File: src/rtl/oam_dma_engine_pkg.sv
// Shared constants, FSM state type and page-mapping helper for the OAM DMA engine.
// The source page is remapped once at start so the datapath never sees echo-RAM pages.
package oam_dma_engine_pkg;

    localparam int         OAM_DMA_LEN = 160;
    localparam logic [7:0] ECHO_BASE   = 8'hE0;
    localparam logic [7:0] ECHO_OFS    = 8'h20;

    typedef enum logic [1:0] {
        IDLE,
        RUN,
        FINISH
    } dma_state_t;

    // Echo RAM (E000-FFFF) aliases WRAM, so those pages are folded down by 0x20.
    function automatic logic [7:0] map_src_page(input logic [7:0] page);
        return (page >= ECHO_BASE) ? page - ECHO_OFS : page;
    endfunction

endpackage

File: src/rtl/dma_slot_timer.sv
// Per-byte slot counter for the OAM DMA: counts 0..STRIDE-1 and flags the
// read-issue slot, the write slot (RD_LAT after the read) and the final slot.
module dma_slot_timer
    import oam_dma_engine_pkg::*;
#(
    parameter int STRIDE = 4,
    parameter int RD_LAT = 1
) (
    input  logic clka,
    input  logic rsta,
    input  logic clear,
    input  logic advance,
    output logic rd_slot,
    output logic wr_slot,
    output logic last_slot
);

    localparam int            SW      = (STRIDE > 1) ? $clog2(STRIDE) : 1;
    localparam logic [SW-1:0] SLOT_WR = SW'(RD_LAT);
    localparam logic [SW-1:0] SLOT_LS = SW'(STRIDE - 1);

    logic [SW-1:0] slot_q;
    logic [SW-1:0] slot_d;

    always_comb begin
        slot_d = slot_q;
        if (clear) begin
            slot_d = '0;
        end else if (advance) begin
            slot_d = last_slot ? '0 : slot_q + 1'b1;
        end
    end

    always_ff @(posedge clka or posedge rsta) begin
        if (rsta) begin
            slot_q <= '0;
        end else begin
            slot_q <= slot_d;
        end
    end

    assign rd_slot   = (slot_q == '0);
    assign wr_slot   = (slot_q == SLOT_WR);
    assign last_slot = (slot_q == SLOT_LS);

endmodule

File: src/rtl/oam_dma_engine.sv
// FF46-style OAM DMA master: copies LEN bytes from {page, 00..LEN-1} of the
// source BRAM into OAM, one byte every STRIDE cycles, with busy held for the arbiter.
module oam_dma_engine
    import oam_dma_engine_pkg::*;
#(
    parameter int LEN    = OAM_DMA_LEN,
    parameter int RD_LAT = 1,
    parameter int STRIDE = 4
) (
    input  logic        clka,
    input  logic        rsta,
    input  logic        start,
    input  logic [7:0]  src_page,
    output logic        rd_en,
    output logic [15:0] rd_addr,
    input  logic [7:0]  rd_data,
    output logic        wr_en,
    output logic [7:0]  wr_addr,
    output logic [7:0]  wr_data,
    output logic        busy,
    output logic        done
);

    localparam logic [7:0] LAST_IDX = 8'(LEN - 1);

    dma_state_t  state_q, state_d;
    logic [7:0]  page_q, page_d;
    logic [7:0]  idx_q, idx_d;
    logic [15:0] rd_addr_q, rd_addr_d;

    logic in_run;
    logic rd_slot;
    logic wr_slot;
    logic last_slot;

    assign in_run = (state_q == RUN);

    dma_slot_timer #(
        .STRIDE (STRIDE),
        .RD_LAT (RD_LAT)
    ) u_slot_timer (
        .clka      (clka),
        .rsta      (rsta),
        .clear     (start),
        .advance   (in_run),
        .rd_slot   (rd_slot),
        .wr_slot   (wr_slot),
        .last_slot (last_slot)
    );

    always_ff @(posedge clka or posedge rsta) begin
        if (rsta) begin
            state_q <= IDLE;
        end else begin
            state_q <= state_d;
        end
    end

    // A start strobe restarts from any state, pre-empting the FINISH transition.
    always_comb begin
        state_d = state_q;
        if (start) begin
            state_d = RUN;
        end else begin
            case (state_q)
                IDLE:    state_d = IDLE;
                RUN:     state_d = (last_slot && idx_q == LAST_IDX) ? FINISH : RUN;
                FINISH:  state_d = IDLE;
                default: state_d = IDLE;
            endcase
        end
    end

    // Strobes are masked while start is high so nothing from an aborted copy lands in OAM.
    always_comb begin
        rd_en   = in_run && rd_slot && !start;
        wr_en   = in_run && wr_slot && !start;
        wr_addr = wr_en ? idx_q : 8'h00;
        wr_data = wr_en ? rd_data : 8'h00;
        rd_addr = rd_en ? {page_q, idx_q} : rd_addr_q;
        busy    = in_run || (state_q == FINISH && start);
        done    = (state_q == FINISH) && !start;
    end

    always_comb begin
        page_d    = start ? map_src_page(src_page) : page_q;
        rd_addr_d = rd_addr;
        idx_d     = idx_q;
        if (start) begin
            idx_d = 8'h00;
        end else if (in_run && last_slot && idx_q != LAST_IDX) begin
            idx_d = idx_q + 8'h01;
        end
    end

    always_ff @(posedge clka or posedge rsta) begin
        if (rsta) begin
            page_q    <= 8'h00;
            idx_q     <= 8'h00;
            rd_addr_q <= 16'h0000;
        end else begin
            page_q    <= page_d;
            idx_q     <= idx_d;
            rd_addr_q <= rd_addr_d;
        end
    end

endmodule

File: config.mk
export PLATFORM = sky130hd
export DESIGN_NAME = oam_dma_engine
export DESIGN_NICKNAME = d
export VERILOG_FILES = /design/src/rtl/oam_dma_engine_pkg.sv /design/src/rtl/dma_slot_timer.sv /design/src/rtl/oam_dma_engine.sv
export SDC_FILE = /design/constraint.sdc
export NUM_CORES = 1
export LEC_CHECK = 0
export CORE_MARGIN = 3
export CORE_UTILIZATION = 30
export CTS_BUF_LIST = sky130_fd_sc_hd__clkbuf_8
export CTS_CLUSTER_DIAMETER = 30
export DETAILED_ROUTE_END_ITERATION = 7
export DONT_BUFFER_PORTS = 1
export SLEW_MARGIN = 0
export SYNTH_ARGS = -nofsm -noshare
export SYNTH_HDL_FRONTEND = slang
export SYNTH_HIERARCHICAL = 1
export SYNTH_SLANG_ARGS = --single-unit
File: constraint.sdc
create_clock -name clka -period 3.4 [get_ports clka]
set_clock_uncertainty 0.05 [all_clocks]
set_input_delay 1.02 -clock clka [delete_from_list [all_inputs] [get_ports clka]]
set_output_delay 1.02 -clock clka [all_outputs]
set_load 0.02 [all_outputs]
; Word-level counts from Yosys, hierarchy flattened
; Cells that the tools add are included.
[totals]
inputBits = 19
out_inout_bits = 36
rom_bits = 0
word_cells = 41
latch_bits = 0
ff_bits = 36
memories = 0
ramBits = 0
[op_classes]
n_shift = 0
eq_ne = 6
n_addsub = 3
n_div = 0
reduce_logical = 14
n_bitwise = 0
order_cmp = 1
muxes = 12
multipliers = 0
[ops]
columns = operator, count
row1 = 8-bit two-way mux, 5
row2 = 16-bit two-way mux, 1
row3 = 2-bit two-way mux, 6
row4 = 1-bit logical AND, 9
row5 = 8-bit by 1-bit adder with 8-bit output (second input constant), 1
row6 = 8-bit == test (second input constant), 1
row7 = 8-bit >= comparator (second input constant), 1
row8 = 8-bit inequality test (second input constant), 1
row9 = 8-bit by 6-bit subtractor with 8-bit output (second input constant), 1
row10 = 2-bit by 1-bit == test with 1-bit output (second input constant), 2
row11 = 2-bit == test (second input constant), 2
row12 = 2-bit nonzero test, 2
row13 = 2-bit by 1-bit adder with 2-bit output (second input constant), 1
row14 = 2-bit zero test, 1
row15 = 1-bit zero test, 1
row16 = 1-bit logical OR, 1

; Depth between registers and ports, before layout
[depth]
word_depth = 5
ltp_mapped = 6
ltp_nobuf = 5

; By module
; The synthesis kept the hierarchy.
[by_module_without_submodules]
columns = module, area_per_inst_um2, cells_each, instances, seq_area_each_um2
row1 = oam_dma_engine, 1677.9, 135, 1, 850.8
row2 = dma_slot_timer, 130.1, 12, 1, 50.0

; Worst setup path after synthesis
; No wires, ideal clock.
[synth_timing]
path_type = input to output
startpoint = input port start
endpoint = output port rd_addr[10]
setup_slack_ns = 0.203
n_path_buf = 2
t_required_ns = 2.330
arrival_ns = 2.127
path_stages = 4
cell_sequence = clkbuf_1 nor3b_4 buf_8 mux2_4
[synth_via]
elab_chain_cells = 3
[synth_rtl]
columns = element, line_no
row1 = from (decl), oam_dma_engine.sv:12  ; input logic start,
row2 = 1-bit zero test, oam_dma_engine.sv:76  ; rd_en = in_run && rd_slot && !start;
row3 = 1-bit logical AND, oam_dma_engine.sv:76
row4 = via rd_en, oam_dma_engine.sv:14  ; output logic rd_en,
row5 = 16-bit two-way mux, oam_dma_engine.sv:80  ; rd_addr = rd_en ? {page_q, idx_q} : rd_addr_q;
row6 = to (decl), oam_dma_engine.sv:15  ; output logic [15:0] rd_addr,
; The timed path passes the listed nets, and every way through them passes these cells.

; Final worst setup path
[layout_timing]
startpoint = input port start
endpoint = output port rd_addr[3]
[layout_via]
elab_chain_cells = 3
[layout_rtl]
columns = element, line_no
row1 = 1-bit zero test, oam_dma_engine.sv:76
row2 = 1-bit logical AND, oam_dma_engine.sv:76
row3 = 16-bit two-way mux, oam_dma_engine.sv:80
; No other way between the ends.

==> flow_summary.json <==
{
  "seq_area_frac_synth_pct": 49.8,
  "critPathLaunchType": "primary input",
  "grt_max_degree": 35,
  "start_util_pct": 31.9,
  "drt-wirelength-per-cell_um": 14.4,
  "synth_area_sq_um": 1810,
  "path_clk_slew_ns": 0.07,
  "syn_avg_cell_area_sq_um": 12.3,
  "syn_inst": 147,
  "yosysUniqueCellTypes": 34,
  "insertion_delay_ns": 0.28,
  "routed_wl_mm": 3.27,
  "die_w_um": 83.6,
  "hold_buffers": 0,
  "die-area_sq_um": 6990,
  "via_per_inst": 4.80,
  "hold_viol": 0,
  "slew_viol_final": 0,
  "final.min_clock_period_ns": 2.97,
  "layout_commonest_cell": "dfrtp_1",
  "vdd_drop_max_uv": 292,
  "clock_sinks": 36,
  "cts_setup_buffers": 0,
  "r2r_cells": 5,
  "ant_nets": 0,
  "status": "finished clean",
  "io_buffers": 0,
  "tns_ns": 0,
  "cp.arrival_ns": 1.90,
  "async_flop_share_pct": 100,
  "maxClockFrequency_ghz": 0.337,
  "critPathMaxFanout": 27,
  "multiInputGateArea_sq_um": 833,
  "finalCritPeriodShare_pct": 87.3,
  "syn_nets": 171,
  "drive_gt1_share_pct": 26.6,
  "fp-row-count": 27,
  "hpwl_mm": 2.43,
  "hold_path_class": "in2async",
  "finalSetupViolations": 0,
  "whs_ns": 0.422,
  "cts_max_level": 2,
  "maxSlewHeadroom_pct": 61.3,
  "grt_pass1_wl_mm": 5.46,
  "drt_iter0_drc": 58,
  "gp_congestion": 0.768,
  "worstSetupEndpointType": "output port",
  "ys_warn_count": 6,
  "cts_root_buffer": "clkbuf_8",
  "grt_use_total_pct": 9.71,
  "fin_total_pwr_mw": 1.04,
  "seqCellArea_sq_um": 901,
  "clk_path_buf_depth": 2,
  "ys.flop_type": "dfrtp_1",
  "tightest_slew_ns": 0.579,
  "ys_seq_elements": 36,
  "fillers": 573,
  "fin_nets": 177,
  "die_h_um": 83.6,
  "cap_viol_max_count": 0,
  "p_leak_nw": 0.886,
  "powerDensity_nw_per_um2": 517,
  "worstPathRequired_ns": 2.33,
  "drc": 0,
  "grt_pass1_vias": 1101,
  "numCtsBuffers": 5,
  "criticalPathCategory": "in2out",
  "synth_edf_count": 0,
  "rsz0062_at_grt": "false",
  "core_sq_um": 5680,
  "diodes": 0,
  "layout_common_cells": "36 x dfrtp_1, 16 x and2_1, 13 x mux2_2",
  "first_pass_iters": 4,
  "num_vias": 1084,
  "areaGrowthSynthToFinish_pct": 11.2,
  "antenna_found_initial": 0,
  "io_pins": 55,
  "ctsResizeCount": 0,
  "reg2reg_slack_ns": 1.69,
  "gr-total-overflow": 0,
  "cts_tree": "built"
}
[path summary, 6_finish.rpt]
path / from / endpoint
max in group asynchronous: rsta / state_q[0]$_DFF_PP0_
max reg2reg: u_slot_timer/slot_q[0]$_DFFE_PP0P_ / rd_addr_q[3]$_DFF_PP0_
min: rsta / u_slot_timer/slot_q[1]$_DFFE_PP0P_
min reg2reg: page_q[1]$_DFFE_PP0P_ / page_q[1]$_DFFE_PP0P_
min in group clka: page_q[1]$_DFFE_PP0P_ / page_q[1]$_DFFE_PP0P_
max: start / rd_addr[3]
[routing by layer]
| metal | GRT usage [%] | part of all wire (%) |
|---|---|---|
| met2 | 14.4 | 44 |
| met1 | 12.8 | 44 |
| met3 | 4.74 | 12 |
| met4 | 2.19 | 0 |
| met5 | 0 | 0 |
[final cells by class]
class / instances / share of cell area, %
clock inverter: 3 / 2.12
multi-input combinational: 95 / 41.4
clock buffer: 5 / 3.42
tap: 72 / 4.48
sequential: 36 / 44.8
timing repair buffer: 5 / 1.87
inverter: 10 / 1.87
[worst max-delay path: stages]
cell and delay, ns:
nor3b_4 0.18, buf_4 0.26, mux2_2 0.43
[logic make-up after synthesis]
group,after synthesis,share of synthesized area (%)
AND/OR/NAND/NOR,48,17.0
flip-flops,36,49.8
multiplexers,24,16.7
buffers and inverters,16,4.08
AO/OA/AOI/OAI,11,5.61
XOR/XNOR,7,3.39
adder cells (fa/ha/maj),5,3.46
[registers in the layout, summed over array words and instances, names as in the netlist]
signal / cells
state_q: 2
page_q: 8
rd_addr_q: 16
u_slot_timer/slot_q: 2
idx_q: 8
[cells in the mapped netlist, drive strengths merged, types with 2 or more instances]
| master | number | area [sq um] |
|---|---|---|
| a2111oi | 2 | 42.5 |
| a211oi | 3 | 22.5 |
| and2 | 16 | 100 |
| buf | 4 | 28.8 |
| clkbuf | 2 | 7.51 |
| dfrtp | 36 | 901 |
| ha | 5 | 62.6 |
| inv | 10 | 37.5 |
| mux2 | 22 | 282 |
| mux2i | 2 | 20.0 |
| nand2 | 5 | 18.8 |
| nand3 | 4 | 20.0 |
| nand3b | 2 | 15.0 |
| nand4 | 2 | 12.5 |
| nand4b | 2 | 17.5 |
| nor2 | 9 | 33.8 |
| nor3b | 4 | 51.3 |
| o21ai | 2 | 10.0 |
| xnor2 | 6 | 52.6 |
[per-stage QoR]
step | cells | instance area (sq um) | utilization, % | setup WS, ns
2_1_floorplan | 147 | 1810 | - | 0.203
3_3_place_gp | 218 | 1900 | 33.5 | 0.448
3_5_place_dp | 218 | 1900 | 33.5 | 0.426
4_1_cts | 226 | 2010 | 35.4 | 0.421
5_1_grt | 226 | 2010 | 35.4 | 0.373
6_report | 226 | 2010 | 35.4 | 0.432
[report_power, final]
group | switching, mW | leakage, nW | internal, mW | total [mW]
combinational | 0.108 | 0.369 | 0.0763 | 0.184
clock | 0.147 | 0.0541 | 0.217 | 0.364
sequential | 0.0176 | 0.463 | 0.473 | 0.490
total | 0.273 | 0.886 | 0.766 | 1.04
Note: power is estimated with default switching activity, not from simulation.
